<file path="src/rtl/ifu.sv">
// Instruction fetch unit: holds the PC, does one AXI-lite-style read per instruction, hands the word to decode.
// Optional build macro IFU_ALIGN_CHECK_EN flags misaligned next-PCs without a bus read.
module ifu #(
    parameter logic [31:0] RESET_PC = 32'h8000_0000,
    parameter logic [31:0] NOP_INST = 32'h0000_0013
) (
    input  logic        clk,
    input  logic        rst_n,
    output logic        imem_arvalid,
    input  logic        imem_arready,
    output logic [31:0] imem_araddr,
    input  logic        imem_rvalid,
    output logic        imem_rready,
    input  logic [31:0] imem_rdata,
    input  logic [1:0]  imem_rresp,
    output logic        out_valid,
    input  logic        out_ready,
    output logic [31:0] out_inst,
    output logic [31:0] out_pc,
    output logic [1:0]  out_fault,
    input  logic        pc_update_valid,
    input  logic [31:0] pc_next
);

    typedef enum logic [2:0] {
        S_IDLE,
        S_ADDR,
        S_DATA,
        S_HOLD,
        S_WAIT
    } state_t;

    localparam logic [1:0] FAULT_NONE   = 2'b00;
    localparam logic [1:0] FAULT_ACCESS = 2'b01;
`ifdef IFU_ALIGN_CHECK_EN
    localparam logic [1:0] FAULT_ALIGN  = 2'b10;
`endif

    state_t      state_q, state_d;
    logic [31:0] pc_q, pc_d;
    logic [31:0] inst_q, inst_d;
    logic [31:0] opc_q, opc_d;
    logic [1:0]  fault_q, fault_d;
    logic        arvalid_q, arvalid_d;
    logic        rready_q, rready_d;
    logic        ovalid_q, ovalid_d;

    always_comb begin
        state_d = state_q;
        pc_d    = pc_q;
        inst_d  = inst_q;
        opc_d   = opc_q;
        fault_d = fault_q;
        case (state_q)
            S_IDLE: state_d = S_ADDR;
            S_ADDR: begin
                if (imem_arready) state_d = S_DATA;
            end
            S_DATA: begin
                if (imem_rvalid) begin
                    opc_d = pc_q;
                    if (imem_rresp != 2'b00) begin
                        inst_d  = NOP_INST;
                        fault_d = FAULT_ACCESS;
                    end else begin
                        inst_d  = imem_rdata;
                        fault_d = FAULT_NONE;
                    end
                    state_d = S_HOLD;
                end
            end
            S_HOLD: begin
                if (out_ready) state_d = S_WAIT;
            end
            S_WAIT: begin
                if (pc_update_valid) begin
                    pc_d    = pc_next;
                    fault_d = FAULT_NONE;
                    state_d = S_ADDR;
`ifdef IFU_ALIGN_CHECK_EN
                    // Misaligned target: present the fault directly, never touch the bus.
                    if (pc_next[1:0] != 2'b00) begin
                        inst_d  = NOP_INST;
                        opc_d   = pc_next;
                        fault_d = FAULT_ALIGN;
                        state_d = S_HOLD;
                    end
`endif
                end
            end
            default: state_d = S_IDLE;
        endcase
    end

    // Handshake outputs are registered copies of the next-state decode, so they stay Moore.
    always_comb begin
        arvalid_d = (state_d == S_ADDR);
        rready_d  = (state_d == S_DATA);
        ovalid_d  = (state_d == S_HOLD);
    end

    always_ff @(posedge clk or negedge rst_n) begin
        if (!rst_n) begin
            state_q   <= S_IDLE;
            pc_q      <= RESET_PC;
            inst_q    <= NOP_INST;
            opc_q     <= RESET_PC;
            fault_q   <= FAULT_NONE;
            arvalid_q <= 1'b0;
            rready_q  <= 1'b0;
            ovalid_q  <= 1'b0;
        end else begin
            state_q   <= state_d;
            pc_q      <= pc_d;
            inst_q    <= inst_d;
            opc_q     <= opc_d;
            fault_q   <= fault_d;
            arvalid_q <= arvalid_d;
            rready_q  <= rready_d;
            ovalid_q  <= ovalid_d;
        end
    end

    assign imem_arvalid = arvalid_q;
    assign imem_araddr  = pc_q;
    assign imem_rready  = rready_q;
    assign out_valid    = ovalid_q;
    assign out_inst     = inst_q;
    assign out_pc       = opc_q;
    assign out_fault    = fault_q;

endmodule

</file>
<file path="config.mk">
export PLATFORM = sky130hd
export DESIGN_NAME = ifu
export DESIGN_NICKNAME = d
export VERILOG_FILES = /design/src/rtl/ifu.sv
export SDC_FILE = /design/constraint.sdc
export NUM_CORES = 1
export LEC_CHECK = 0
export CORE_MARGIN = 1
export CORE_UTILIZATION = 32
export CTS_CLUSTER_DIAMETER = 50
export CTS_CLUSTER_SIZE = 8
export DETAILED_ROUTE_END_ITERATION = 8
export GPL_TIMING_DRIVEN = 1
export SETUP_SLACK_MARGIN = 0.2
export SLEW_MARGIN = 15
export SYNTH_ARGS = -nofsm -noshare
export SYNTH_HDL_FRONTEND = slang
export SYNTH_SLANG_ARGS = --single-unit
</file>
<file path="constraint.sdc">
create_clock -name clk -period 1.55 [get_ports clk]
set_input_delay 0.31 -clock clk [delete_from_list [all_inputs] [get_ports clk]]
set_output_delay 0.31 -clock clk [all_outputs]
set_load 0.05 [all_outputs]
</file>
## Yosys cells after proc, flatten, opt, wreduce, memory -nomap -nowiden

Cells that the tools add are included.
Widths: inputs -> output; s select.

| operators by class | value |
|---|---|
| mux-type cells | 10 |
| reductions and logical operators | 6 |
| equality and inequality tests | 9 |

Operators by type and width:

| kind | count |
|---|---|
| $mux 32 | 1 |
| $pmux 3 s5 | 1 |
| $eq 3x2->1 const B | 4 |
| $mux 3 | 4 |
| $eq 3x1->1 const B | 2 |
| $mux 2 | 2 |
| $ne 2x2->1 const B | 2 |
| $pmux 2 s2 | 1 |
| $reduce_and 2->1 | 2 |
| $reduce_bool 2->1 | 2 |
| $eq 3x3->1 const B | 1 |
| $logic_not 3->1 | 1 |
| $reduce_and 3->1 | 1 |
| $mux 1 | 1 |

| word-level totals | value |
|---|---|
| register bits | 104 |

## Longest topological paths before layout

| logic depth | value |
|---|---|
| depth in word-level cells | 4 |
| gate-level depth with buffers | 7 |
| depth with buffers taken out | 3 |

## Worst setup path after synthesis

No wires, ideal clock.

| timing | value |
|---|---|
| path kind | register to register |
| from | register state_q[0] |
| to | register pc_q[10], in the netlist imem_araddr[10] |
| buffers on the path | 3 |
| clock period less this slack | 1,484 ps |
| stages on the path, launching flop included | 6 |
| setup time | 125 ps |
| setup slack | 66 ps |
| data arrival time | 1,359 ps |
| required time | 1,425 ps |
| path through | dfrtp_1 buf_6 nor4bb_4 buf_6 buf_12 mux2_4 |

| between the ends | value |
|---|---|
| word-level cells in the longest chain between the ends | 2 |

RTL lines:

| item | RTL line | text |
|---|---|---|
| start: declaration | 39 | `state_t state_q, state_d;` |
| start signal: assignment | 113 | `state_q <= state_d;` |
| $eq 3x3->1 | 54 | `case (state_q)` |
| $reduce_and 2->1 (no source line) | -- |  |
| end signal: assignment | 114 | `pc_q <= pc_d;` |
| end: declaration | 40 | `logic [31:0] pc_q, pc_d;` |

Every way passes these cells.
A chain may end at the register's enable or synchronous reset.

## Worst setup path in the final report

| timing | value |
|---|---|
| from | register state_q[0] |
| to | register opc_q[7], in the netlist out_pc[7] |

| between the ends | value |
|---|---|
| word-level cells in the longest chain between the ends | 2 |

RTL lines:

| item | RTL line | text |
|---|---|---|
| $eq 3x2->1 | 54 |  |
| $reduce_and 2->1 (no source line) | -- |  |
| end signal: assignment | 116 | `opc_q <= opc_d;` |
| end: declaration | 42 | `logic [31:0] opc_q, opc_d;` |

Every way passes these cells.

==> results_dict.tcl <==
set metrics [dict create \
    skew_ns 0.00794 \
    cts_tree "yes" \
    clk_path_buf_depth 2 \
    critPathKind "flip-flop to flip-flop" \
    avgViaCountPerCell 4.58 \
    sw_frac_of_total_pct 41.6 \
    routed-via-count 3162 \
    dp_cells 654 \
    r2r_end "out_pc[7]" \
    busiest_layer "met2" \
    reg2reg_from "state_q[0]" \
    switchingPower_mw 8.62 \
    synth_cells 311 \
    drc_errors 0 \
    crit_path_start "state_q[0]" \
    wl_per_cell_um 17.8 \
    wl_um 12300 \
    firstDrtPassIters 4 \
    setup_viol_count_final 0 \
    rrSetupSlack_ns 0.03 \
    rsz0062_at_grt "true" \
    grt_usage_pct 16.5 \
    yosys.area.top_type "dfrtp_1" \
    powerDensity_nw_per_um2 2500 \
    p_comb_share_pct 61.1 \
    hold_class "input pin to asynchronous set/reset pin" \
    die_x_um 118 \
    hold_ws_ns 0.427 \
    cts.sink_count 103 \
    finalWeightedCongestion 0.762 \
    status "complete, no violations" \
    fin_nets 581 \
    drt_iter0_markers 108 \
    leakage_nw 3.75 \
    ir_worst_vdd_v 0.00114 \
    place_hpwl_um 7770 \
    multi_input_area_um2 1830 \
    cp-start-kind "flip-flop" \
    std_cell_rows 42 \
    grt_use_met1_pct 21.4 \
    cts_buffers 9 \
    num-fill-cells 1004 \
    seq_power_share_pct 26.8 \
    coreArea_um2 13200 \
    synth_top_area_share_pct 56.5 \
    die_area_um2 14000 \
    p_int_mw 12.1 \
    cts_htree_levels 3 \
    crit_fanout 9 \
    antenna_found_initial 0 \
    seq_area_frac_synth_pct 59.5 \
    cp-end-kind "flip-flop" \
    slew_viol_final 0 \
    yosys.cell_types.count 29 \
    utilization_pct 62.5 \
    io_pins 173 \
    crit_required_ns 1.77 \
    syn-cell-area_um2 4340 \
    layoutNonFillerInstCount 690 \
    die_h_um 118 \
    met3_usage_pct 3.09 \
    grt_pass1_vias 3252 \
    layout-drive-gt1-share_pct 55.1 \
    cts_root_buffer "clkbuf_16" \
    synthesis.nets 383 \
    ant_nets 0 \
    min_period_ns 1.52 \
    dp_slack_ns -0.386 \
    area_delta_synth_final_pct 90.6 \
    hold_viol_final 0 \
    drv_cap 0 \
    use_met2_pct 26.5 \
    seq_area_um2 2580 \
    period_share_pct 97.9 \
    clk_latency_ns 0.34 \
    grt_pass1_wl_um 17900 \
    yosysWarnings 0 \
    port_buffers 171 \
    fmax_mhz 659 \
    initial_core_util_pct 32.8 \
    syn_avg_cell_area_um2 14.0 \
    finalWorstSetupSlack_ns 0.0320 \
    reg2reg_depth 5 \
    synthTopCellsByArea "dfrtp_1 56%, mux2_4 21%, nand2_1 5.4%, o21ai_0 3.9%, dfstp_2 3.0%" \
    clk_pin_slew_ns 0.07 \
    arrival_ns 1.74 \
    ys_ff_latch 103 \
    grt_overflow_total 0 \
    grt_max_degree 43 \
    p_clk_share_pct 12.1 \
    diodes 0 \
]
==> repair_timing <==
item / CTS / global route
cloned: 1 / 9
resized for setup: 6 / 118
setup endpoints to repair: 96 / 106
endpoints found under the hold margin: 21 / 0
hold buffers: 1 / 0
buffers inserted: 3 / 6
pin swaps: 1 / 17
==> final cells by class <==
type,count,share of cell area (%)
inverters,1,0.0453
well taps,176,2.66
repair buffers,209,39.9
multi-input cells,185,22.1
clock buffers,12,3.10
flip-flops and latches,103,31.2
clock inverters,4,0.922
==> cells in the mapped netlist <==
cell type,number
nor2_1,5
nand3b_1,1
conb_1,1
dfstp_2,5
and4bb_2,1
o21bai_1,1
dfrtp_1,98
nand4bb_1,1
buf_2,2
o21ai_0,34
a21boi_0,1
mux2_2,3
mux2_4,61
nand2_1,62
clkbuf_1,6
buf_4,1
nor4bb_4,1
or4b_2,1
nor3b_1,2
buf_6,10
inv_1,1
nor3_1,3
a211oi_2,1
o31ai_1,1
nor2b_1,1
o22a_1,1
nand2b_1,2
and3b_1,1
buf_12,3
==> stage by stage <==
step	total power, mW	TNS (ns)	instance area, um^2
finish	20.7	0	8280
global route	21.4	-0.0696	8280
CTS	19.9	0	7690
detailed placement	17.2	-18.29	7290
global placement	17.1	-17.81	7290
floorplan	10.9	0	4360
==> kinds of logic (layout without fill, tap and decap cells) <==
logic type / after synthesis / in the layout / share of synthesized area, %
flops: 103 / 103 / 59.5
simple gates: 81 / 81 / 8.64
mux: 64 / 64 / 21.9
compound gates: 39 / 39 / 4.93
buf+inv: 23 / 226 / 4.98
other cells: 1 / 1 / 0.0863
==> layout by cell type (no fill, tap or decap), types with 2 or more instances in the layout <==
cell	Yosys	layout
bufinv_16	0	2
buf_16	0	2
o21ai_2	0	25
nand2b_1	2	2
nand2_4	0	17
buf_12	3	106
nor2_1	5	3
clkbuf_16	0	17
dfrtp_1	98	98
clkdlybuf4s50_1	0	70
dfstp_2	5	5
buf_8	0	4
clkbuf_8	0	2
nand2_2	0	11
nor3_1	3	3
nand2_1	62	34
o21ai_1	0	9
buf_4	1	12
mux2_4	61	64
buf_6	10	6
nor2_2	0	2
==> critical path, cell delays in order (launching register included) <==
cell	delay, ns
dfrtp_1	0.42
buf_6	0.13
nand4bb_4	0.19
buf_12	0.18
clkbuf_16	0.17
mux2_4	0.30
==> routing by layer <==
metal	wire [um]	vias to the layer above
met1	5330	1588
met3	516	23
li1	-	1462
met5	0	-
met2	6110	89
met4	333	0
==> power by group through the flow <==
stage	Sequential (mW)	Combinational, mW	Clock (mW)
2_1_floorplan	8.82	2.11	0
3_3_place_gp	5.39	11.7	0
3_5_place_dp	5.44	11.8	0
4_1_cts	5.42	11.9	2.58
5_1_grt	5.70	13.0	2.70
6_report	5.54	12.6	2.51
==> registers in the layout, summed over array words and instances, names as in the netlist <==
signal,flops
out_inst,32
imem_rready,1
state_q,3
imem_arvalid,1
out_fault,1
imem_araddr,32
out_pc,32
out_valid,1
==> worst max-delay path by stage <==
stage | end | slack [ns] | cells past startpoint
2_1_floorplan | imem_araddr[10] | 0.07 | 5
3_3_place_gp | imem_araddr[6] | -0.36 | 4
3_5_place_dp | imem_araddr[8] | -0.39 | 4
4_1_cts | out_pc[22] | 0.03 | 4
5_1_grt | imem_araddr[30] | -0.01 | 4
6_report | out_pc[7] | 0.03 | 5
No activity file was read; power rests on OpenSTA's default activity.
